<file path="src/rtl/axi_dma_rd_a.sv">
`default_nettype none
// ============================================================================
// Module   : axi_dma_rd_a
// Purpose  : Aligned CDMA read engine. It splits (addr, len) commands into INCR
//            AR bursts and passes R beats straight through to AXI4-Stream.
// Revision : 1.0
// ============================================================================
module axi_dma_rd_a #(
    parameter int BURST_LEN       = 16,
    parameter int DATA_BITS       = 256,
    parameter int ADDR_BITS       = 64,
    parameter int ID_BITS         = 2,
    parameter int MAX_OUTSTANDING = 8,
    parameter int LEN_BITS        = 32
) (
    input  logic                   aclk,
    input  logic                   reset,
    input  logic                   ctrl_valid,
    output logic                   stat_ready,
    input  logic [ADDR_BITS-1:0]   ctrl_addr,
    input  logic [LEN_BITS-1:0]    ctrl_len,
    input  logic                   ctrl_ctl,
    output logic                   stat_done,
    output logic                   arvalid,
    input  logic                   arready,
    output logic [ADDR_BITS-1:0]   araddr,
    output logic [ID_BITS-1:0]     arid,
    output logic [7:0]             arlen,
    output logic [2:0]             arsize,
    output logic [1:0]             arburst,
    output logic                   arlock,
    output logic [3:0]             arcache,
    input  logic                   rvalid,
    output logic                   rready,
    input  logic [DATA_BITS-1:0]   rdata,
    input  logic [ID_BITS-1:0]     rid,
    input  logic [1:0]             rresp,
    input  logic                   rlast,
    output logic                   axis_out_tvalid,
    input  logic                   axis_out_tready,
    output logic [DATA_BITS-1:0]   axis_out_tdata,
    output logic [DATA_BITS/8-1:0] axis_out_tkeep,
    output logic                   axis_out_tlast
);
    localparam int BYTES    = DATA_BITS / 8;
    localparam int SIZE_LOG = $clog2(BYTES);
    localparam int BL_LOG   = $clog2(BURST_LEN);
    localparam int CNT_W    = $clog2(MAX_OUTSTANDING + 1);
    localparam int PTR_W    = (MAX_OUTSTANDING > 1) ? $clog2(MAX_OUTSTANDING) : 1;

    localparam logic [ADDR_BITS-1:0] c_BURST_BYTES = ADDR_BITS'(BURST_LEN * BYTES);
    localparam logic [7:0]           c_FULL_ARLEN  = 8'(BURST_LEN - 1);
    localparam logic [CNT_W-1:0]     c_MAX_OUT     = CNT_W'(MAX_OUTSTANDING);
    localparam logic [PTR_W-1:0]     c_PTR_LAST    = PTR_W'(MAX_OUTSTANDING - 1);
    localparam logic [LEN_BITS-1:0]  c_ONE         = LEN_BITS'(1);

    localparam logic [1:0] c_IDLE  = 2'd0;
    localparam logic [1:0] c_LOAD  = 2'd1;
    localparam logic [1:0] c_ISSUE = 2'd2;

    logic [1:0]           r_state;
    logic [LEN_BITS-1:0]  r_beats;
    logic                 r_ctl;
    logic [LEN_BITS-1:0]  r_left;
    logic [BL_LOG-1:0]    r_rem;
    logic                 r_arvalid;
    logic [ADDR_BITS-1:0] r_araddr;
    logic [7:0]           r_arlen;
    logic [CNT_W-1:0]     r_count;
    logic [PTR_W-1:0]     r_wptr;
    logic [PTR_W-1:0]     r_rptr;
    logic [1:0]           r_tag_mem [MAX_OUTSTANDING];

    logic                 w_accept;
    logic [LEN_BITS-1:0]  w_full;
    logic [BL_LOG-1:0]    w_rem;
    logic [LEN_BITS-1:0]  w_nbursts;
    logic                 w_ar_hs;
    logic                 w_r_pop;
    logic                 w_tag_ok;
    logic                 w_room;
    logic                 w_final;
    logic [1:0]           w_tag;
    logic                 w_unused_ok;

    assign w_accept  = ctrl_valid & (r_state == c_IDLE);
    assign w_full    = r_beats >> BL_LOG;
    assign w_rem     = r_beats[BL_LOG-1:0];
    assign w_nbursts = w_full + LEN_BITS'(w_rem != '0);
    assign w_ar_hs   = r_arvalid & arready;
    assign w_room    = r_count < c_MAX_OUT;
    assign w_final   = (r_left == c_ONE);
    // The outstanding counter doubles as tag-queue occupancy; an rlast with an
    // empty queue (stray beat after reset) is neither popped nor tagged.
    assign w_tag_ok  = (r_count != '0);
    assign w_r_pop   = rvalid & axis_out_tready & rlast & w_tag_ok;
    assign w_tag     = r_tag_mem[r_rptr];

    always_ff @(posedge aclk) begin
        if (reset) begin
            r_state   <= c_IDLE;
            r_beats   <= '0;
            r_ctl     <= 1'b0;
            r_left    <= '0;
            r_rem     <= '0;
            r_arvalid <= 1'b0;
            r_araddr  <= '0;
            r_arlen   <= '0;
        end else begin
            case (r_state)
                c_IDLE: begin
                    if (w_accept) begin
                        r_araddr <= ctrl_addr;
                        r_beats  <= ctrl_len >> SIZE_LOG;
                        r_ctl    <= ctrl_ctl;
                        r_state  <= c_LOAD;
                    end
                end
                c_LOAD: begin
                    r_left <= w_nbursts;
                    r_rem  <= w_rem;
                    if (w_nbursts == '0) begin
                        r_state <= c_IDLE;
                    end else begin
                        r_state <= c_ISSUE;
                        // First AR goes out together with the counter load.
                        if (w_room) begin
                            r_arvalid <= 1'b1;
                            r_arlen   <= ((w_nbursts == c_ONE) && (w_rem != '0)) ?
                                         8'(w_rem) - 8'd1 : c_FULL_ARLEN;
                        end
                    end
                end
                c_ISSUE: begin
                    if (w_ar_hs) begin
                        r_arvalid <= 1'b0;
                        r_left    <= r_left - c_ONE;
                        r_araddr  <= r_araddr + c_BURST_BYTES;
                        if (w_final) begin
                            r_state <= c_IDLE;
                        end
                    end else if (!r_arvalid && w_room) begin
                        r_arvalid <= 1'b1;
                        r_arlen   <= (w_final && (r_rem != '0)) ? 8'(r_rem) - 8'd1 : c_FULL_ARLEN;
                    end
                end
                default: r_state <= c_IDLE;
            endcase
        end
    end

    always_ff @(posedge aclk) begin
        if (reset) begin
            r_count <= '0;
            r_wptr  <= '0;
            r_rptr  <= '0;
        end else begin
            if (w_ar_hs) begin
                r_wptr <= (r_wptr == c_PTR_LAST) ? '0 : r_wptr + PTR_W'(1);
            end
            if (w_r_pop) begin
                r_rptr <= (r_rptr == c_PTR_LAST) ? '0 : r_rptr + PTR_W'(1);
            end
            case ({w_ar_hs, w_r_pop})
                2'b10:   r_count <= r_count + CNT_W'(1);
                2'b01:   r_count <= r_count - CNT_W'(1);
                default: r_count <= r_count;
            endcase
        end
    end

    // Tag storage needs no reset: entries are only read while occupancy > 0.
    always_ff @(posedge aclk) begin
        if (w_ar_hs) begin
            r_tag_mem[r_wptr] <= {w_final, r_ctl & w_final};
        end
    end

    assign stat_ready      = (r_state == c_IDLE);
    assign arvalid         = r_arvalid;
    assign araddr          = r_araddr;
    assign arlen           = r_arlen;
    assign arid            = '0;
    assign arsize          = 3'(SIZE_LOG);
    assign arburst         = 2'b01;
    assign arlock          = 1'b0;
    assign arcache         = 4'b0011;

    assign axis_out_tvalid = rvalid;
    assign rready          = axis_out_tready;
    assign axis_out_tdata  = rdata;
    assign axis_out_tkeep  = '1;
    assign axis_out_tlast  = rlast & w_tag_ok & w_tag[1];
    assign stat_done       = rvalid & axis_out_tready & rlast & w_tag_ok & w_tag[0];

    assign w_unused_ok = &{1'b0, rid, rresp, ctrl_len[SIZE_LOG-1:0]};

endmodule
`default_nettype wire

</file>
<file path="config.mk">
export PLATFORM = sky130hd
export DESIGN_NAME = axi_dma_rd_a
export DESIGN_NICKNAME = d
export VERILOG_FILES = /design/src/rtl/axi_dma_rd_a.sv
export SDC_FILE = /design/constraint.sdc
export NUM_CORES = 1
export LEC_CHECK = 0
export CELL_PAD_IN_SITES_DETAIL_PLACEMENT = 0
export CELL_PAD_IN_SITES_GLOBAL_PLACEMENT = 1
export CORE_AREA = 10 10 281 283
export DETAILED_ROUTE_END_ITERATION = 12
export DIE_AREA = 0 0 291 293
export DONT_BUFFER_PORTS = 1
export GPL_ROUTABILITY_DRIVEN = 0
export GPL_TIMING_DRIVEN = 0
export PLACE_DENSITY = 0.41
export SLEW_MARGIN = 0
export SYNTH_ARGS = -nofsm -noshare
export SYNTH_HDL_FRONTEND = slang
export SYNTH_SLANG_ARGS = --single-unit
</file>
<file path="constraint.sdc">
create_clock -name aclk -period 8.81 [get_ports aclk]
set_input_delay 1.762 -clock aclk [delete_from_list [all_inputs] [get_ports aclk]]
set_output_delay 1.762 -clock aclk [all_outputs]
set_load 0.03 [all_outputs]
</file>
### Yosys cells after proc, flatten, opt, wreduce, memory -nomap -nowiden

Memory sizes are Yosys's and may differ from the RTL's. A register that Yosys moved wholly into a read port is not among the register bits.
Cells that the tools add are included.

* output and inout port bits: 378
* memories kept: 1
* flip-flop bits (word level): 149
* logic and storage cells: 94
* bits in writable memories: 16

Memories
* r_tag_mem: words 8, width 2, read ports 1, clocked after Yosys merged registers in 1, write ports 1, line 72 `logic [1:0] r_tag_mem [MAX_OUTSTANDING];`

* multiplexer cells: 29
* add/subtract/negate cells: 9
* bitwise logic cells: 9
* order comparisons: 1
* reduce and logical (&&, ||, !) cells: 18
* equality and inequality tests: 16

Operator list (number)
* 64-bit two-way mux: 2
* 64-bit one-hot mux with 2 select lines: 1
* 64-bit by 10-bit adder with 64-bit output (second input constant): 1
* 32-bit one-hot mux with 2 select lines: 1
* 8-bit two-way mux: 6
* 32-bit by 1-bit equality test with 1-bit output (second input constant): 1
* 32-bit zero test: 1
* 32-bit two-way mux: 1
* 32-bit by 1-bit subtractor with 32-bit output (second input constant): 1
* 23-bit by 1-bit adder with 24-bit output: 1
* 24-bit by 1-bit equality test with 1-bit output (second input constant): 1
* 8-bit one-hot mux with 2 select lines: 1
* 3-bit two-way mux: 4
* 2-bit != test (second input constant): 6
* 4-bit nonzero test: 3
* 4-bit by 1-bit subtractor with 5-bit output (second input constant): 2
* 1-bit AND: 9
* 2-bit two-way mux: 4
* 4-bit one-hot mux with 2 select lines: 1
* 3-bit by 1-bit adder with 3-bit output (second input constant): 2
* 3-bit equality test (second input constant): 2
* 1-bit two-way mux: 6
* 2-bit one-hot mux with 3 select lines: 1
* 3-bit AND reduction: 2
* 15 further kinds: 22

### Logic depth before layout (Yosys ltp)

Gate-level depths: netlist (run 1).

* depth after elaboration: 8
* mapped depth: 12

### Worst setup path before layout (run 1)

No wires, ideal clock.

* path type: input -> output
* start: in rlast
* end: out stat_done
* buffers on the path: 0
* stages on the path: 2
* slack: 4.473 ns
* arrival time: 2.575 ns
* data required time: 7.048 ns
* cells stage by stage: o41ai_1 -> nor3_1

* word-level cells in the longest chain between the ends: 3

Ends and longest elaborated chain
* from (decl): line 38 `input logic rlast,`
* 1-bit AND (3 in series): line 194 `assign stat_done = rvalid & axis_out_tready & rlast & w_tag_ok & w_tag[0];`
* to (decl): line 23 `output logic stat_done,`

No other way between the ends.

### Worst setup path in the final report (run 1)

Same ends and word-level chain as after synthesis.

==> results of run 1 <==
## where the power goes
group	switching (mW)	internal [mW]	total, mW
Combinational	0.585	0.273	0.858
Sequential	0.225	0.831	1.06
Clock	0.426	0.412	0.838
Total	1.24	1.52	2.75
## registers in the layout, summed over array words and instances, names as in the netlist, named ones only
| name | flops |
|---|---|
| r_wptr | 3 |
| arvalid | 1 |
| r_rem | 4 |
| r_beats | 27 |
| araddr | 64 |
| arlen | 5 |
| r_count | 4 |
| r_left | 32 |
| r_state | 2 |
| r_ctl | 1 |
| r_rptr | 3 |
| r_tag_mem | 16 |
## synthesized netlist by cell type (17+ instances only)
cell type	number	area (sq um)
nor2b_1	20	125.1
ha_1	19	237.7
nand4_1	23	143.9
a21oi_1	118	590.6
nor2_1	101	379.1
nor4_1	24	150.1
nor3_1	50	250.2
nand3_1	59	295.3
a211oi_1	18	135.1
clkbuf_1	69	259.0
buf_4	305	2290
o21ai_0	72	360.4
dfxtp_1	149	2983
xnor2_1	20	175.2
or4_1	17	127.6
a21o_1	17	127.6
a22oi_1	22	165.2
nand2_1	163	611.8
inv_1	24	90.09
## per-stage QoR
stage / setup slack (ns) / hold slack (ns)
floorplan: 4.473 / 0.4317
global placement: 4.121 / 0.4440
detailed placement: 4.122 / 0.4492
CTS: 4.122 / 0.4603
global route: 4.147 / 0.4894
finish: 4.251 / 0.4558
## cell families after synthesis
family / Yosys count / share of synthesized area
AOI/OAI and AO/OA: 325 / 0.1707
xor gates and xnor gates: 35 / 0.02606
adders and majority gates: 20 / 0.02191
buffers and inverters: 411 / 0.2291
DFF: 165 / 0.2944
muxes: 26 / 0.02712
other: 2 / 0.0006384
and+or+nand+nor: 540 / 0.2301
## cell type report
class / count / share of cell area
multi-input cells: 990 / 0.4183
flip-flops and latches: 165 / 0.2514
plain buffers: 387 / 0.1891
well taps: 969 / 0.08799
clock buffers: 17 / 0.03088
clock inverters: 15 / 0.01480
inverters: 24 / 0.006538
diodes: 6 / 0.001090
## per-layer routing
| metal | track usage | wire length, um |
|---|---|---|
| met3 | 0.04321 | 4741 |
| met4 | 0.03609 | 908 |
| met5 | 0 | 27 |
| met2 | 0.2252 | 29460 |
| met1 | 0.1509 | 23430 |
## worst register-to-register path, stage by stage (launching register included)
cell      delay, ns
dfxtp_1        0.44
inv_1          0.07
ha_1           0.22
nand2_1        0.16
ha_1           0.38
ha_1           0.36
nand2_1        0.21
nor3_2         0.49
a31oi_1        0.16
nor4_1         0.40
o211ai_2       0.33
o41ai_4        0.60
mux2i_1        0.24
## worst paths after layout
path,to,slack [ns],cells after the start
worst max-delay path,stat_done,4.25,2
worst min-delay path,r_ctl,0.46,2
worst max register to register,arlen[6],4.69,12
worst min register to register,r_ctl,0.46,2
==> summary.md, run 1 <==
| Metric | Value |
|---|---|
| Status | `complete, no violations` |
| Total global routing overflow | `0` |
| Initial Util | `0.1599` |
| Placed inst area | `13,130 sq um` |
| Cell variety after synth | `68` |
| Cells after Synth | `1,524` |
| Crit-path max FO | `4` |
| Post-route cell area | `13,780 sq um` |
| Max Slew Vio Count | `0` |
| First drt pass iteration count | `5` |
| Input/output buffers | `0` |
| Sequential element share of the synthesized area | `0.2944` |
| Critical Path Sink Type | `output pin` |
| Worst path cell trace | `o41ai_1 -> nor3_1` |
| Row cnt | `100` |
| Synthesized flop and latch total | `165` |
| Final core utilization | `0.1873` |
| Core Area | `73,570 sq um` |
| Total power | `2.752 mW` |
| Die Area | `85,260 sq um` |
| Die X | `291 um` |
| Post-synth EDFFs | `16` |
| CP required | `7.05 ns` |
| Multi-input gate area | `5763 sq um` |
| Post_cts resized | `0` |
| Via density | `4.226` |
| Sequential cell area | `3463 sq um` |
| Least-Margin Pin Slew | `1.145 ns` |
| Reg-to-reg startpoint | `r_beats[0]` |
| 1st-iter DRT viols | `602` |
| Worst VDD drop | `0.0001660 V` |
| Pwr Density | `199.8 nW/um^2` |
| Sink Count | `165` |
| FMAX | `219.3 MHz` |
| Post-CTS Setup Repair Bufs | `0` |
| Setup_tns | `0 ns` |
| Final Cycle Share | `0.5175` |
| Mapped cell area | `11,760 sq um` |
| Unrepaired setup endpoints after global routing | `no` |
| Vias after detailed routing | `10,870` |
| Post-synthesis async set-or-reset flop share | `0` |
| H-tree depth | `4` |
| Routed WL per cell | `22.76 um` |
| Number of global-route vias before repair | `11,250` |
| Reg clk slew, reported paths | `0.07 ns` |
| Initial antenna violation count | `11` |
| Io pins | `742` |
| GRT Overall Usage | `0.1301` |
| First-pass GRT wire length | `82,790 um` |
| Remaining DRCs | `0` |
| DRT Wirelength | `58,570 um` |
| Crit-path max cell delay | `0.91 ns` |
| Post-synthesis average cell area | `7.719 sq um` |
| Die Y | `293 um` |
| Crit path time final | `4.559 ns` |
| Area Overhead vs Synth | `17.12%` |
| Hold_sp | `r_ctl` |
| Clock Path Buffers | `2` |
| # nets final | `1,969` |
| Largest net degree at the start of global routing | `20` |
| Number of max-cap violations | `0` |
| Layout cells sized above 1 | `0.2322` |
| Most frequent cells in the layout | `buf_4, nand2_1, dfxtp_1` |
| Final hold vios | `0` |
| Buffers & Inverters on Critical Path | `0` |
| Lkg Pwr | `5.124 nW` |
| Num CTS Buffers | `17` |
| CTS root buf | `clkbuf_16` |
| Main synth FF type | `dfxtp_1` |
| Worst hold path type | `reg -> reg` |
| Commonest non-fill, non-tap cell in the layout | `buf_4` |
| Rel. slew slack | `0.2310` |
| DP HPWL | `47,530 um` |
| Antenna-violating nets left | `0` |
| Setup crit start kind | `primary input` |
| Crit path arrival time | `2.80 ns` |
| Non-Filler Instances | `2,573` |
| CP Launch Point | `rlast` |
| Hold Buf Count CTS | `0` |
| Skew-Pair Late Insertion Delay | `0.51 ns` |
| CTS tree | `yes` |
| Max Clock Skew | `0.01293 ns` |
| Filler cell count | `8,342` |
| Placed cells | `2,535` |
| Final setup violation count | `0` |
| Slowest-stage cell, CP | `nor3_1` |
| Setup CP Type | `in -> out` |
| CP delay by family, top | `simple AND/OR/NAND/NOR gates` |
| Yosys Warn Count | `0` |
(Power assumes the default switching activity.)
==> run 2: changes to the inputs <==
Settings changed: CORE_AREA 10 10 281 283 to 10 10 279 281, DIE_AREA 0 0 291 293 to 0 0 289 291, PLACE_DENSITY 0.41 to 0.43.
Clock period 8.81 ns to 4.1 ns, I/O delays scaled along.
==> run 2 against run 1 <==
  * Clock-buffer cell count unchanged
  * Cell count decreased by 0.54%
  * Cell area about the same
  * Via count increased by 1.1%
  * Die area decreased by 1.4%
  * Largest power group unchanged
  * Sequential cell count unchanged
  * Sequential power increased by 110%
  * Clock skew increased by 0.0031 ns
  * Global-route usage increased by 0.16 points
  * Worst hold slack got worse by 0.0048 ns
  * Total power increased by 110%
  * Combinational power increased by 120%
==> summary.md, run 2 (same netlist as run 1, synthesis figures left out) <==
| Metric | Value |
|---|---|
| Antenna-violating nets left | `0 (unchanged)` |
| Slowest-stage cell, CP | `nor4_1` |
| Filler cell count | `8,303 (-0.47%)` |
| H-tree depth | `4 (unchanged)` |
| Rel. slew slack | `0.2624 (+0.03140)` |
| Die Area | `84,100 sq um (-1.4%)` |
| Initial antenna violation count | `10 (-1)` |
| Crit path time final | `3.831 ns` |
| Die X | `289 um (-0.69%)` |
| Skew-Pair Late Insertion Delay | `0.51 ns (about the same)` |
| Max Clock Skew | `0.01602 ns (+0.003092 ns)` |
| Commonest non-fill, non-tap cell in the layout | `buf_4` |
| Setup_tns | `0 ns (unchanged)` |
| Via density | `4.294 (+1.6%)` |
| Crit-path max cell delay | `0.95 ns (+0.04 ns)` |
| FMAX | `261.0 MHz` |
| Remaining DRCs | `0 (unchanged)` |
| First-pass GRT wire length | `81,320 um (-1.8%)` |
| DRT Wirelength | `59,040 um (+0.81%)` |
| Final hold vios | `0 (unchanged)` |
| DP HPWL | `47,710 um (+0.37%)` |
| Total global routing overflow | `0 (unchanged)` |
| Power share of the clock group | `0.298 (-0.006)` |
| Num CTS Buffers | `17 (unchanged)` |
| Sequential cell area | `3463 sq um (unchanged)` |
| Reg clk slew, reported paths | `0.09 ns (+0.02 ns)` |
| CP required | `4.47 ns (-2.58 ns)` |
| Routed WL per cell | `23.07 um (+1.4%)` |
| Switching part of the total | `0.4480 (-0.001097)` |
| Worst hold slack | `0.4510 ns (-0.004766 ns)` |
| Most frequent cells in the layout | `buf_4, nand2_1, dfxtp_1` |
| Placed inst area | `13,120 sq um (about the same)` |
| Layout cells sized above 1 | `0.2358 (+0.003607)` |
| Switching pwr | `2.639 mW (+110%)` |
| Final setup violation count | `0 (unchanged)` |
| Number of global-route vias before repair | `11,290 (+0.33%)` |
| Setup CP Type | `reg -> reg` |
| 1st-iter DRT viols | `555 (-7.8%)` |
| Row cnt | `99 (-1.0%)` |
| Input/output buffers | `0 (unchanged)` |
| Post-route cell area | `13,790 sq um (about the same)` |
| Status | `complete, no violations` |
| Sink Count | `165 (unchanged)` |
| Setup crit start kind | `flip-flop` |
| Crit-path max FO | `10 (+6)` |
| Multi-input gate area | `5801 sq um (+0.65%)` |
| Critical Path Sink Type | `flip-flop` |
| Crit path arrival time | `4.20 ns (+1.40 ns)` |
| Pwr Density | `427.2 nW/um^2 (+110%)` |
| # nets final | `1,970 (+0.051%)` |
| Final Cycle Share | `0.9345` |
| First drt pass iteration count | `5 (unchanged)` |
| Largest net degree at the start of global routing | `19 (-5.0%)` |
| Core Area | `72,340 sq um (-1.7%)` |
| Largest register FFs | `64 (unchanged)` |
| Clock Path Buffers | `2 (unchanged)` |
| Worst VDD drop | `0.0003177 V (+91%)` |
| Initial Util | `0.1626 (+0.002721)` |
| Reg power frac | `0.386 (+0.002)` |
| Worst path cell trace | `ha_1 -> nand4_1 -> or4_1 -> clkbuf_1 -> nor4_1 -> nand3_1 -> o21a_1 -> o21ai_0 -> a21oi_1` |
| Vias after detailed routing | `10,990 (+1.1%)` |
| Worst hold path type | `in -> reg` |
| Io pins | `742 (unchanged)` |
| Internal | `3.251 mW (+110%)` |
| Die Y | `291 um (-0.68%)` |
| Gate power share | `0.316 (+0.004)` |
| Max Slew Vio Count | `0 (unchanged)` |
| Least-Margin Pin Slew | `1.106 ns (-0.03829 ns)` |
| Area Overhead vs Synth | `17.20% (about the same)` |
| CTS tree | `yes` |
| Number of max-cap violations | `0 (unchanged)` |
| GRT Overall Usage | `0.1317 (+0.001618)` |
| CTS root buf | `clkbuf_16` |
| Unrepaired setup endpoints after global routing | `no` |
| Lkg Pwr | `5.137 nW (+0.24%)` |
## run 2: final cells by class
cell class | instances | area share
clock buffers | 17 | 0.03086
clock inverters | 15 | 0.01398
diodes | 1 | 0.0001815
repair buffers | 1 | 0.0005445
plain buffers | 387 | 0.1889
inverters | 24 | 0.006534
well taps | 959 | 0.08703
flip-flops and latches | 165 | 0.2512
multi-input cells | 990 | 0.4207
## run 2: path summary, 6_finish.rpt
kind / startpoint / to / slack, ns / cells past startpoint
max: araddr[9] / araddr[61] / 0.27 / 9
min: ctrl_len[21] / r_beats[16] / 0.45 / 2
max reg2reg: araddr[9] / araddr[61] / 0.27 / 9
min reg2reg: r_ctl / r_ctl / 0.46 / 2
## run 2: repair_timing
item | CTS | global route
pin swaps | 0 | 1
setup endpoints to repair | 6 | 7
buffers inserted | 0 | 1
hold buffers | 0 | 0
resized for setup | 3 | 3
## run 2: through the flow
stage	utilization	power [mW]	std cells	setup WS, ns
after floorplan	-	3.571	1566	0.9903
after global placement	0.1814	4.187	2525	0.008531
after detailed placement	0.1814	4.186	2525	-0.04653
after CTS	0.1902	5.994	2557	0.1017
after global routing	0.1906	6.208	2559	0.07126
final	0.1906	5.889	2559	0.2686
## run 2: routing by layer
| layer | global-route usage | wire [um] |
|---|---|---|
| met2 | 0.2343 | 29850 |
| met5 | 0 | 58 |
| met3 | 0.04589 | 5366 |
| met1 | 0.1461 | 22830 |
| met4 | 0.03464 | 931 |
## run 2: power by group through the flow
stage | Clock, mW | Combinational (mW) | Sequential (mW)
floorplan | 0 | 1.39 | 2.18
global placement | 0 | 1.87 | 2.32
detailed placement | 0 | 1.87 | 2.32
CTS | 1.84 | 1.87 | 2.28
global route | 1.89 | 2.01 | 2.31
finish | 1.76 | 1.86 | 2.27
## run 2: critical path: cells and delay by family, from the launching register on
family | cells | cell delay [ns]
flops | 1 | 0.67
buf+inv | 1 | 0.31
compound gates | 3 | 0.48
simple gates | 4 | 1.89
fa+ha+maj | 1 | 0.33
==> run 3: changes to the inputs <==
Settings changed: ABC_AREA set to 1, CORE_AREA 10 10 279 281 to 10 10 282 284, DIE_AREA 0 0 289 291 to 0 0 292 294, GPL_ROUTABILITY_DRIVEN 0 to not set, PLACE_DENSITY 0.43 to 0.44, RECOVER_POWER set to 50.
==> run 3 against run 2 <==
  * Setup slack improved by 0.56 ns
  * Non-clock buffer count decreased by 24
  * Fmax increased by 17%
  * Cell area shrank 2.0%
  * Largest cell class unchanged
  * Critical path depth fell by 3
  * Largest power group is now combinational logic
==> summary.md, run 3 <==
| Metric | Value |
|---|---|
| Most frequent cells in the layout | `nand2_1, clkbuf_1, nor2_1` |
| DRT Wirelength | `62,980 um (+6.7%)` |
| Via density | `4.186 (-2.5%)` |
| Synth area leader | `dfxtp_1` |
| Min-Delay Endpoint | `araddr[8]` |
| CP Launch Point | `r_count[3]` |
| Row cnt | `100 (+1.0%)` |
| Unrepaired setup endpoints after global routing | `no` |
| Setup crit start kind | `flip-flop` |
| Yosys Warn Count | `0 (unchanged)` |
| Synth top cells by count | `nand2_1, buf_4, nor2_1` |
| Lkg Pwr | `4.834 nW (-5.9%)` |
| Setup_tns | `0 ns (unchanged)` |
| CP required | `3.28 ns (-1.19 ns)` |
| Worst hold slack | `0.4565 ns (+0.005456 ns)` |
| First-pass GRT wire length | `88,350 um (+8.7%)` |
| Number of global-route vias before repair | `12,550 (+11%)` |
| Post_cts resized | `0 (-3)` |
| Initial antenna violation count | `11 (+1)` |
| Path depth of the worst reg2reg path | `13 (+4)` |
| Final worst slack | `0.8239 ns (+0.5553 ns)` |
| Die Area | `85,850 sq um (+2.1%)` |
| FMAX | `305.2 MHz (+17%)` |
| Max Clock Skew | `0.01486 ns (-0.001156 ns)` |
| Post-synth EDFFs | `16 (unchanged)` |
| Number of max-cap violations | `0 (unchanged)` |
| Mapped cell area | `12,440 sq um (+5.8%)` |
| Reg clk slew, reported paths | `0.09 ns (about the same)` |
| Cell variety after synth | `53 (-22%)` |
| Slowest-stage cell, CP | `a31oi_1` |
| Worst path cell trace | `nor2_1 -> a31oi_1 -> nand3_1 -> inv_1 -> nand2_1 -> a31oi_1` |
| Routed WL per cell | `21.70 um (-5.9%)` |
| CTS root buf | `clkbuf_16` |
| Remaining DRCs | `0 (unchanged)` |
| DP HPWL | `52,980 um (+11%)` |
| CP delay by family, top | `compound AO/OA/AOI/OAI gates` |
| CTS tree | `yes` |
| Initial Util | `0.1683 (+0.005672)` |
| Largest net degree at the start of global routing | `20 (+1)` |
| Antenna-violating nets left | `0 (unchanged)` |
| Layout cells sized above 1 | `0.07820 (-0.1576)` |
| Cells after Synth | `1,857 (+22%)` |
| Least-Margin Pin Slew | `1.045 ns (-0.06146 ns)` |
| Synth area leaders | `dfxtp_1, buf_4, nand2_1, nor2_1, a21oi_1` |
| Final setup violation count | `0 (unchanged)` |
| Commonest non-fill, non-tap cell in the layout | `nand2_1` |
| Clock Path Buffers | `2 (unchanged)` |
| Vias after detailed routing | `12,150 (+11%)` |
| # nets final | `2,302 (+17%)` |
| Pwr Density | `746.6 nW/um^2 (+75%)` |
| Reg-to-reg startpoint | `araddr[9]` |
| Die X | `292 um (+1.0%)` |
| Area Overhead vs Synth | `8.616%` |
| Pre-CTS setup slack | `0.8739 ns (+0.9205 ns)` |
| GRT Overall Usage | `0.1385 (+0.006816)` |
| Crit path time final | `3.276 ns (-0.5553 ns)` |
| Total power | `10.09 mW (+71%)` |
| Max Slew Vio Count | `0 (unchanged)` |
| GPL Wtd Cong | `0.8603` |
| Core Area | `73,950 sq um (+2.2%)` |
| Skew-Pair Late Insertion Delay | `0.51 ns (about the same)` |
| Crit path arrival time | `2.46 ns (-1.74 ns)` |
| Filler cell count | `8,721 (+5.0%)` |
| Setup CP Type | `reg -> out` |
| Crit-path max FO | `6 (-4)` |
| Die Y | `294 um (+1.0%)` |
| Crit-path max cell delay | `0.62 ns (-0.33 ns)` |
| R2r endpoint | `araddr[51]` |
| Post-synthesis average cell area | `6.701 sq um (-13%)` |
| Synth top area share | `0.2397 (-0.01387)` |
| Sequential element share of the synthesized area | `0.2783 (-0.01610)` |
| Hold Buf Count CTS | `0 (unchanged)` |
| First drt pass iteration count | `4 (-1)` |
| Status | `complete, no violations` |
| Sink Count | `165 (unchanged)` |
| Post-synthesis async set-or-reset flop share | `0 (unchanged)` |
| Num CTS Buffers | `17 (unchanged)` |
| H-tree depth | `4 (unchanged)` |
| Input/output buffers | `0 (unchanged)` |
| Io pins | `742 (unchanged)` |
| Final Cycle Share | `0.7991 (-0.1354)` |
| Largest register FFs | `64 (unchanged)` |
| Top-count cell post-synth | `nand2_1` |
| Synthesized flop and latch total | `165 (unchanged)` |
| Final hold vios | `0 (unchanged)` |
| Hold_sp | `ctrl_addr[8]` |
| Rel. slew slack | `0.3034 (+0.04097)` |
| Hold path depth | `2 (unchanged)` |
| Final core utilization | `0.1828 (-0.007795)` |
| FF-to-FF setup slack | `0.86 ns (+0.59 ns)` |
| Buffers & Inverters on Critical Path | `1 (unchanged)` |
| CP most frequent cell | `a31oi_1` |
| 1st-iter DRT viols | `593 (+6.8%)` |
| Worst VDD drop | `0.0003697 V (+16%)` |
| Total global routing overflow | `0 (unchanged)` |
| Critical Path Sink Type | `output pin` |
| Main synth FF type | `dfxtp_1` |
| Worst hold path type | `in -> reg` |
| Post-CTS Setup Repair Bufs | `0 (unchanged)` |
==> run 3: changes by cell type after synthesis, sizes merged, moves of 21 or more <==
cell / before / now
nand3: 59 / 88
a22oi: 22 / 1
inv: 24 / 144
nor2: 101 / 278
nand2: 163 / 337
clkbuf: 69 / 47
o211ai: 8 / 29
o21ai: 72 / 124
==> run 3: report_power, final <==
group / switching (mW) / internal [mW] / leakage (nW)
sequential: 1.39 / 2.12 / 1.39
clock: 0.901 / 0.843 / 0.300
combinational: 3.48 / 1.35 / 3.15
total: 5.77 / 4.32 / 4.83
==> run 3: kinds of logic after synthesis <==
family	count (synthesis)	share of synthesized area
compound gates	314	0.1412
xor+xnor	38	0.02674
fa+ha+maj	20	0.02071
buf+inv	509	0.2463
flops	165	0.2783
other cells	2	0.0006035
simple gates	809	0.2861
==> run 3: worst reg2reg max path, delay by kind of cell (launching register included) <==
family	cells	cell delay [ns]
and+or+nand+nor	6	1.10
DFF	1	0.78
xor gates and xnor gates	1	0.21
buffers and inverters	3	0.37
adders and majority gates	1	0.37
AOI/OAI and AO/OA	2	0.27
==> run 3: layer usage <==
metal  global-route usage  vias to the layer above  wire [um]
met1               0.1532                     5764      25180
li1                     -                     5869          -
met5                    0                        -        115
met4              0.03873                       16       1006
met3              0.04910                       55       5039
met2               0.2469                      445      31630
==> run 3: cell type report <==
cell class	instances	area, sq um	area share
antenna	2	5.005	0.0003703
inverter	145	544.3	0.04027
clock buffer	18	439.2	0.03249
tap	969	1212	0.08970
sequential	165	3463	0.2562
clock inverter	14	177.7	0.01314
buffer	364	1602	0.1185
multi-input combinational	1225	6073	0.4493
==> run 3: worst max-delay path by stage <==
stage                  to  depth (start not counted)
6_report        stat_done                          6
5_1_grt         stat_done                          6
4_1_cts         stat_done                          6
3_5_place_dp   araddr[51]                         13
3_3_place_gp   araddr[51]                         13
2_1_floorplan   stat_done                          6
==> run 3: through the flow <==
step,instances,cell area (sq um)
floorplan,1899,12600
global placement,2868,13810
detailed placement,2868,13810
CTS,2900,14430
global route,2902,13520
finish,2902,13520
